$ cat config.mk
export PLATFORM = sky130hd
export DESIGN_NAME = qupls_mc_sequencer
export DESIGN_NICKNAME = d
export VERILOG_FILES = /design/src/rtl/qupls_mc_sequencer_pkg.sv /design/src/rtl/qupls_mcat_lookup.sv /design/src/rtl/qupls_mc_sequencer.sv
export SDC_FILE = /design/constraint.sdc
export NUM_CORES = 2
export LEC_CHECK = 0
export ABC_CLOCK_PERIOD_IN_PS = 9550
export BUFFER_PORTS_ARGS = -buffer_cell sky130_fd_sc_hd__clkbuf_2
export CORE_MARGIN = 5
export CORE_UTILIZATION = 55
export DETAILED_ROUTE_END_ITERATION = 16
export PLACE_DENSITY = 0.81
export SKIP_LAST_GASP = 1
export SLEW_MARGIN = 20
export SYNTH_ARGS = -nofsm -noshare
export SYNTH_HDL_FRONTEND = slang
export SYNTH_SLANG_ARGS = --single-unit
$ cat constraint.sdc
create_clock -name clk -period 9.55 [get_ports clk]
set_input_delay 1.4325 -clock clk [delete_from_list [all_inputs] [get_ports clk]]
set_output_delay 1.4325 -clock clk [all_outputs]
set_load 0.005 [all_outputs]
$ cat src/rtl/qupls_mc_sequencer_pkg.sv
// Shared types for the Qupls micro-code entry table and micro-PC sequencer.
package qupls_mc_sequencer_pkg;

  localparam int unsigned MC_AW = 12;
  localparam int unsigned KEYW  = 16;

  typedef logic [MC_AW-1:0] mc_address_t;
  typedef logic [KEYW-1:0]  mc_key_t;

  typedef enum logic [1:0] {
    MC_SEQ  = 2'd0,
    MC_JMP  = 2'd1,
    MC_CALL = 2'd2,
    MC_RET  = 2'd3
  } mc_op_t;

  typedef enum logic {
    ST_IDLE = 1'b0,
    ST_RUN  = 1'b1
  } seq_state_t;

  typedef struct packed {
    logic        valid;
    mc_key_t     key;
    mc_key_t     mask;
    mc_address_t addr;
  } mcat_entry_t;

  // A mask bit of 1 means that key bit takes part in the comparison.
  function automatic logic key_match(input mcat_entry_t e, input mc_key_t k);
    return e.valid && (((k ^ e.key) & e.mask) == '0);
  endfunction

endpackage

$ cat src/rtl/qupls_mcat_lookup.sv
// Combinational key/mask priority match over the entry table; lowest slot wins.
module qupls_mcat_lookup
  import qupls_mc_sequencer_pkg::*;
#(
  parameter int unsigned NENT = 16,
  parameter int unsigned IW   = $clog2(NENT)
) (
  input  mcat_entry_t [NENT-1:0] entries,
  input  logic [KEYW-1:0]        key,
  output logic                   hit,
  output logic [IW-1:0]          index,
  output logic [MC_AW-1:0]       addr
);

  // Scan high to low so the lowest matching slot overwrites the result last.
  always_comb begin
    hit   = 1'b0;
    index = '0;
    addr  = '0;
    for (int i = int'(NENT) - 1; i >= 0; i--) begin
      if (key_match(entries[i], key)) begin
        hit   = 1'b1;
        index = IW'(i);
        addr  = entries[i].addr;
      end
    end
  end

endmodule

$ cat src/rtl/qupls_mc_sequencer.sv
// Micro-code entry table plus micro-PC sequencer with a bounded return stack.
module qupls_mc_sequencer
  import qupls_mc_sequencer_pkg::*;
#(
  parameter int unsigned NENT      = 16,
  parameter int unsigned STK_DEPTH = 4,
  parameter int unsigned CNTW      = 16
) (
  input  logic                     clk,
  input  logic                     rst,
  input  logic                     cfg_we,
  input  logic [$clog2(NENT)-1:0]  cfg_idx,
  input  logic                     cfg_valid,
  input  logic [KEYW-1:0]          cfg_key,
  input  logic [KEYW-1:0]          cfg_mask,
  input  logic [MC_AW-1:0]         cfg_addr,
  input  logic                     in_valid,
  output logic                     in_ready,
  input  logic [KEYW-1:0]          in_key,
  output logic                     pass_o,
  output logic [MC_AW-1:0]         mip,
  output logic                     mip_valid,
  input  logic                     out_ready,
  input  logic [1:0]               uc_op,
  input  logic [MC_AW-1:0]         uc_target,
  input  logic                     uc_last,
  input  logic                     flush,
  input  logic                     err_clr,
  output logic                     err_ovf,
  output logic                     err_unf,
  output logic                     active,
  output logic [CNTW-1:0]          uop_count
);

  localparam int unsigned IW  = $clog2(NENT);
  localparam int unsigned SPW = $clog2(STK_DEPTH + 1);
  localparam int unsigned SIW = (STK_DEPTH > 1) ? $clog2(STK_DEPTH) : 1;

  mcat_entry_t [NENT-1:0] slots;
  seq_state_t             state, state_nxt;
  logic [MC_AW-1:0]       stk [STK_DEPTH];
  logic [SPW-1:0]         sp, sp_nxt;
  logic [MC_AW-1:0]       mip_nxt, mip_inc;
  logic                   push;

  logic                   lk_hit;
  logic [IW-1:0]          lk_idx;
  logic [MC_AW-1:0]       lk_addr;

  logic                   accept, consume, stk_full, stk_empty, call_ovf, ret_unf;
  mc_op_t                 op;

  qupls_mcat_lookup #(
    .NENT (NENT),
    .IW   (IW)
  ) u_lookup (
    .entries (slots),
    .key     (in_key),
    .hit     (lk_hit),
    .index   (lk_idx),
    .addr    (lk_addr)
  );

  assign accept    = in_valid && in_ready;
  assign consume   = (state == ST_RUN) && !flush && out_ready;
  assign op        = mc_op_t'(uc_op);
  assign stk_full  = (sp == SPW'(STK_DEPTH));
  assign stk_empty = (sp == '0);
  assign mip_inc   = mip + MC_AW'(1);
  assign call_ovf  = consume && !uc_last && (op == MC_CALL) && stk_full;
  assign ret_unf   = consume && !uc_last && (op == MC_RET) && stk_empty;

  // Table writes land at the clock edge, so a same-cycle lookup sees old contents.
  always_ff @(posedge clk) begin
    if (rst) begin
      slots <= '0;
    end else if (cfg_we) begin
      slots[cfg_idx] <= '{valid: cfg_valid, key: cfg_key, mask: cfg_mask, addr: cfg_addr};
    end
  end

  always_ff @(posedge clk) begin
    if (rst) state <= ST_IDLE;
    else     state <= state_nxt;
  end

  always_comb begin
    state_nxt = state;
    unique case (state)
      ST_IDLE: if (accept && lk_hit) state_nxt = ST_RUN;
      ST_RUN: begin
        if (flush)                                             state_nxt = ST_IDLE;
        else if (consume && (uc_last || call_ovf || ret_unf))  state_nxt = ST_IDLE;
      end
      default: state_nxt = ST_IDLE;
    endcase
  end

  always_comb begin
    in_ready = (state == ST_IDLE) && !flush && !rst;
    active   = (state == ST_RUN);
  end

  // Micro-PC and return-stack pointer advance; aborts leave mip as-is.
  always_comb begin
    mip_nxt = mip;
    sp_nxt  = sp;
    push    = 1'b0;
    if (accept && lk_hit) begin
      mip_nxt = lk_addr;
      sp_nxt  = '0;
    end else if (state == ST_RUN) begin
      if (flush || (consume && uc_last)) begin
        sp_nxt = '0;
      end else if (consume) begin
        unique case (op)
          MC_SEQ: mip_nxt = mip_inc;
          MC_JMP: mip_nxt = uc_target;
          MC_CALL: begin
            if (stk_full) begin
              sp_nxt = '0;
            end else begin
              push    = 1'b1;
              sp_nxt  = sp + SPW'(1);
              mip_nxt = uc_target;
            end
          end
          MC_RET: begin
            if (stk_empty) begin
              sp_nxt = '0;
            end else begin
              sp_nxt  = sp - SPW'(1);
              mip_nxt = stk[SIW'(sp - SPW'(1))];
            end
          end
          default: mip_nxt = mip;
        endcase
      end
    end
  end

  always_ff @(posedge clk) begin
    if (rst) begin
      mip       <= '0;
      mip_valid <= 1'b0;
      pass_o    <= 1'b0;
      sp        <= '0;
      err_ovf   <= 1'b0;
      err_unf   <= 1'b0;
      uop_count <= '0;
    end else begin
      mip       <= mip_nxt;
      mip_valid <= (state_nxt == ST_RUN);
      pass_o    <= accept && !lk_hit;
      sp        <= sp_nxt;
      err_ovf   <= call_ovf || (err_ovf && !err_clr);
      err_unf   <= ret_unf  || (err_unf && !err_clr);
      if (consume) uop_count <= uop_count + CNTW'(1);
    end
  end

  // Stack storage needs no reset: the pointer alone defines what is live.
  always_ff @(posedge clk) begin
    if (push) stk[SIW'(sp)] <= mip_inc;
  end

  // The lookup's address and index must name the same slot.
  always @(posedge clk) begin
    if (!rst && accept && lk_hit) begin
      assert (lk_addr == slots[lk_idx].addr);
    end
  end

endmodule
Yosys cells after proc, flatten, opt, wreduce, memory -nomap -nowiden. Memories as Yosys holds them, arrays and structs flattened. Index checks and enable logic that the tools add are counted.

Reductions and logical operators: 68. Add/subtract/negate cells: 4. Shift-type cells: 0. Bitwise operators: 33. Magnitude comparators: 2. Div/mod/pow operators: 0. Equal/unequal tests: 7. Multiplexer cells: 59. Multiply operators: 0.

Operators with widths (number): $bwmux 720 (1); $mux 12 (22); $and 16x16->16 (16); $logic_not 16->1 (16); $xor 16x16->16 (16); $demux 45 s4 (1); $pmux 12 s4 (1); $mux 45 (1); $logic_and 1x1->1 (33); $mux 1 (27); $add 16x1->16 const B (1); $add 12x1->12 const B (1); $mux 3 (4); $ne 3x2->1 const B (2); $pmux 3 s2 (1); $reduce_bool 2->1 (3); $logic_not 1->1 (5); $logic_or 1x1->1 (5); $lt 4x5->1 const B (1); $reduce_and 5->1 (1); $eq 2x2->1 const B (2); $ge 4x1->1 const B (1); $add 3x1->3 const B (1); $eq 3x3->1 const B (1); 10 further kinds (10).

Bits in latches: 0. Output and inout port bits: 34. Word-level logic and storage cells: 245. Memory bits (read-only): 0. Bits of input ports: 87. RAM bits: 48. Flip-flop bits (word level): 755. Memories kept: 1.

Memory list: stk (depth 4, width 12, read ports 1, clocked after Yosys merged registers in 0, wr ports 1, line qupls_mc_sequencer.sv:41) `logic [MC_AW-1:0] stk [STK_DEPTH];`.

Logic depth before layout (Yosys ltp).
Depth in word-level cells: 24. Mapped depth: 14. Depth with buffers taken out: 11.

Hierarchy. From an unflattened synthesis, not the netlist that was laid out.

Cell total of the unflattened synthesis: 4418. Area, all modules: 35051.1 µm².

By module, submodules not included: qupls_mc_sequencer (sequential area each 16555.9 µm², area each 29000.3 µm², cells each 3589, times used 1); qupls_mcat_lookup (sequential area each 0.0 µm², area each 6050.8 µm², cells each 829, times used 1).

Least setup slack after synthesis. No wires, ideal clock.

Path type: input -> register. Start: in in_key[4]. End: reg mip[6]. Buffers on the path: 2. Slack: 5.840 ns. Library setup time: 0.069 ns. Data required time: 9.481 ns. Arrival: 3.642 ns. Stages: 11. Path through: buf_4 -> xor2_1 -> a22oi_1 -> and4_1 -> and3_4 -> buf_6 -> or3_4 -> nor4_4 -> a21oi_2 -> or4_1 -> o21ai_1.

Word-level cells in the longest chain between the ends: 23. Elaborated cells on any way between the ends: 104. Classes of those cells: eq/ne (3); mux (33); bitwise (32); reduce/logical (36).

RTL lines: start, declared (line qupls_mc_sequencer.sv:19) `input logic [KEYW-1:0] in_key,`; $xor 16x16->16 (line qupls_mc_sequencer_pkg.sv:31) `return e.valid && (((k ^ e.key) & e.mask) == '0);`; $and 16x16->16 (line qupls_mc_sequencer_pkg.sv:31); $logic_not 16->1 (line qupls_mc_sequencer_pkg.sv:31); $logic_and 1x1->1 (line qupls_mc_sequencer_pkg.sv:31); $mux 1 (16 in a row) (line qupls_mcat_lookup.sv:21) `if (key_match(entries[i], key)) begin`; $logic_and 1x1->1 (line qupls_mc_sequencer.sv:109) `if (accept && lk_hit) begin`; $ne 3x2->1 (no line) (tied with other cells); $reduce_and 5->1 (no line); end signal, assigned (line qupls_mc_sequencer.sv:152) `mip <= mip_nxt;`; end, declared (line qupls_mc_sequencer.sv:21) `output logic [MC_AW-1:0] mip,`.

Parallel ways exist; a longest one is shown, timed or not. A chain may end at the register's enable or synchronous reset.

Worst setup path in the final report.
Start: in in_key[9]. End: reg mip[6].

The elaborated chain is that of the path after synthesis.

==> run summary <==
status - finished clean
Final GP Congestion - 0.917
antenna-violating nets left - 0
Tcrit/Tclk final - 48.1%
Tot GR Track Use - 31.1%
nets@finish - 4,381
pin count of the biggest net entering global routing - 236
Die X - 261 um
number of flops mapped to enable cells by yosys - 48
Pwr Density - 189 nW/um2
first-pass iteration count of the detailed router - 8
die extent in y - 261 um
Hold Path Cell Cnt - 2
area of the core - 62,700 um2
synth top area cells - dfxtp_1 (44%), nand2_1 (17%), a21oi_1 (11%), xor2_1 (6.9%), edfxtp_1 (4.2%)
Lkg Pwr - 13.5 nW
crit path max fanout - 29
Max Cap Viol - 0
mux cell area share after synthesis - 0.986%
CP required - 10.09 ns
clk sinks - 803
wire per inst - 21.3 um
sequential share of the synthesized area - 47.8%
HPWL Detailed - 65.1 mm
clk_skew - 0.0372 ns
CP Cell Sequence - clkbuf_2, xor2_1, a22oi_1, and4_1, nand4_1, buf_4, nor2b_2, nand4_2, nor4_4, a21oi_2, or4_1, o21ai_1
critical path class - in2reg
xor/xnor share of the synthesized area - 7.13%
antenna cells - 0
total die area - 68,100 um2
Synth Cell Area - 34,600 um2
CP peak stage delay - 0.67 ns
ys flop type - dfxtp_1
Slew headroom - 20.1%
TritonCTS clock tree - done
initial antenna violation count - 3
asr flop ratio synth - 0%
number of global-route vias before repair - 29,100
gr ovfl total - 0
Syn Nets - 4,516
final setup vio count - 0
Root Driver - clkbuf_16
R2R depth - 9
Vias/cell - 6.04
Post-Synthesis Cells - 4,419
Hold Vio Cnt, Final - 0
Synth Area in Compound Gates - 17.5%
Final Power - 7.21 mW
fin crit period - 4.59 ns
Non-Filler Instances - 5,196
setup tns final - 0 ns
post-synthesis simple-gate area fraction - 21.2%
leading area contributor after synthesis - dfxtp_1
Residual DRC - 0
RSZ-0062 raised after global routing - no
post-CTS sizing - 0
io pins - 121
FF+latch count, synth - 803
Initial Utilization - 55.2%
via count - 31,400
Synth top area share - 43.6%
postcts setup bufs - 0
number of buffers created by CTS - 82
Netlist cell types - 75
number of buffers added on ports - 120
Clk pin slew, worst setup/hold paths - 0.06 ns
top-count cell post-synth - nand2_1
CP endpoint kind - flop
syn avg cell area - 7.84 um2
worst min-delay path class - reg2reg
synth-to-layout area growth - 10.2%
Synth top cells by count - nand2_1 (1,563), a21oi_1 (758), dfxtp_1 (755)
H-tree depth - 3
critical path startpoint category - input pin
final wirelength - 111 mm
fin. max-slew vios - 0
Worst Path Arrival - 5.13 ns
f_max - 218 MHz
Crit-path slowest cell - clkbuf_2
first-pass GRT wire length - 167 mm
Worst-Margin Slew - 1.20 ns
main combinational cell family by area after synthesis - simple AND/OR/NAND/NOR gates
CTS Hold Bufs - 0
placed cells - 5,041
share of cells above drive strength 1 - 8.57%
DRT iter0 DRCs - 4,227
Adder-Cell Fraction of Synth Area - 0.361%
FP Rows - 92
Peak VDD IR - 152 uV
yosys warns - 0
CTS max path bufs - 3
latest clock arrival within the worst-skew pair - 0.65 ns
[power by group]
part           leakage, nW  switching (mW)  internal, mW  total (mW)
logic                 5.64           0.339         0.108       0.447
clock network         1.37            1.37          1.95        3.32
registers             6.48          0.0271          3.42        3.45
[worst paths after layout]
| kind | slack (ns) | endpoint | start |
|---|---|---|---|
| setup / recovery | 4.96 | mip[6] | in_key[9] |
| hold / removal | 0.45 | slots[179] | slots[179] |
| setup reg to reg | 6.05 | mip[10] | sp[0] |
| hold reg to reg | 0.45 | slots[179] | slots[179] |
[cell type report]
type	instances	area [um2]
Clock buffer	118	2360
Clock inverter	32	433
Fill cell	5359	24600
Inverter	28	105
Multi-Input combinational cell	3190	16500
Sequential cell	803	16600
Tap cell	846	1060
Timing Repair Buffer	179	1170
[critical path, delay by kind of cell]
kind / cells / cell delay, ns
AO/OA/AOI/OAI: 3 / 0.51
XOR/XNOR: 1 / 0.19
buffers and inverters: 2 / 1.00
AND/OR/NAND/NOR: 6 / 1.96
[registers in the layout, indices dropped and copies added (netlist names), 3 cells and up]
name,count
uop_count,16
mip,12
stk,48
sp,3
slots,720
[cells in the final DEF (no fill, tap or decap), types with 13 or more instances in the layout]
master     Yosys  final
a21oi_1      758    758
inv_1         28     28
xor2_1       273    273
clkbuf_2       0    120
o211ai_1      17     17
nor2_1        93     81
nor3_1        26     20
a221oi_1      21     21
clkbuf_1     344     19
nand3_1       28     25
clkbuf_16      0     83
nand4_1       34     34
a31oi_1       13     13
a22oi_1      106    106
buf_4         31     51
a222oi_1      13     13
clkinv_2       0     14
edfxtp_1      48     48
nand2_1     1563   1563
a211oi_1      15     15
o21ai_0       23     23
clkbuf_8       0     15
dfxtp_1      755    755
[routing by layer]
layer / part of all wire [%] / GRT usage, % / up-vias
li1: - / - / 14400
met1: 37 / 39.5 / 14700
met2: 46 / 49.9 / 1821
met3: 10 / 5.49 / 483
met4: 6.9 / 18.3 / 6
met5: 0.034 / 0 / -
[through the flow]
| step | util [%] | hold slack [ns] | worst slack [ns] | cell area (um2) |
|---|---|---|---|---|
| floorplan | - | 0.431 | 5.84 | 34600 |
| global placement | 56.1 | 0.437 | 4.48 | 35200 |
| detailed placement | 56.2 | 0.443 | 4.46 | 35200 |
| CTS | 60.6 | 0.450 | 5.08 | 38000 |
| global route | 60.8 | 0.463 | 4.85 | 38200 |
| finish | 60.8 | 0.451 | 4.96 | 38200 |
[cell families (layout without fill, tap and decap cells)]
logic type / Yosys count / after routing
buf+inv: 426 / 357
flops: 803 / 803
mux: 19 / 19
compound gates: 1049 / 1049
fa+ha+maj: 10 / 10
xor+xnor: 282 / 282
simple gates: 1830 / 1830
(Power assumes the default switching activity.)
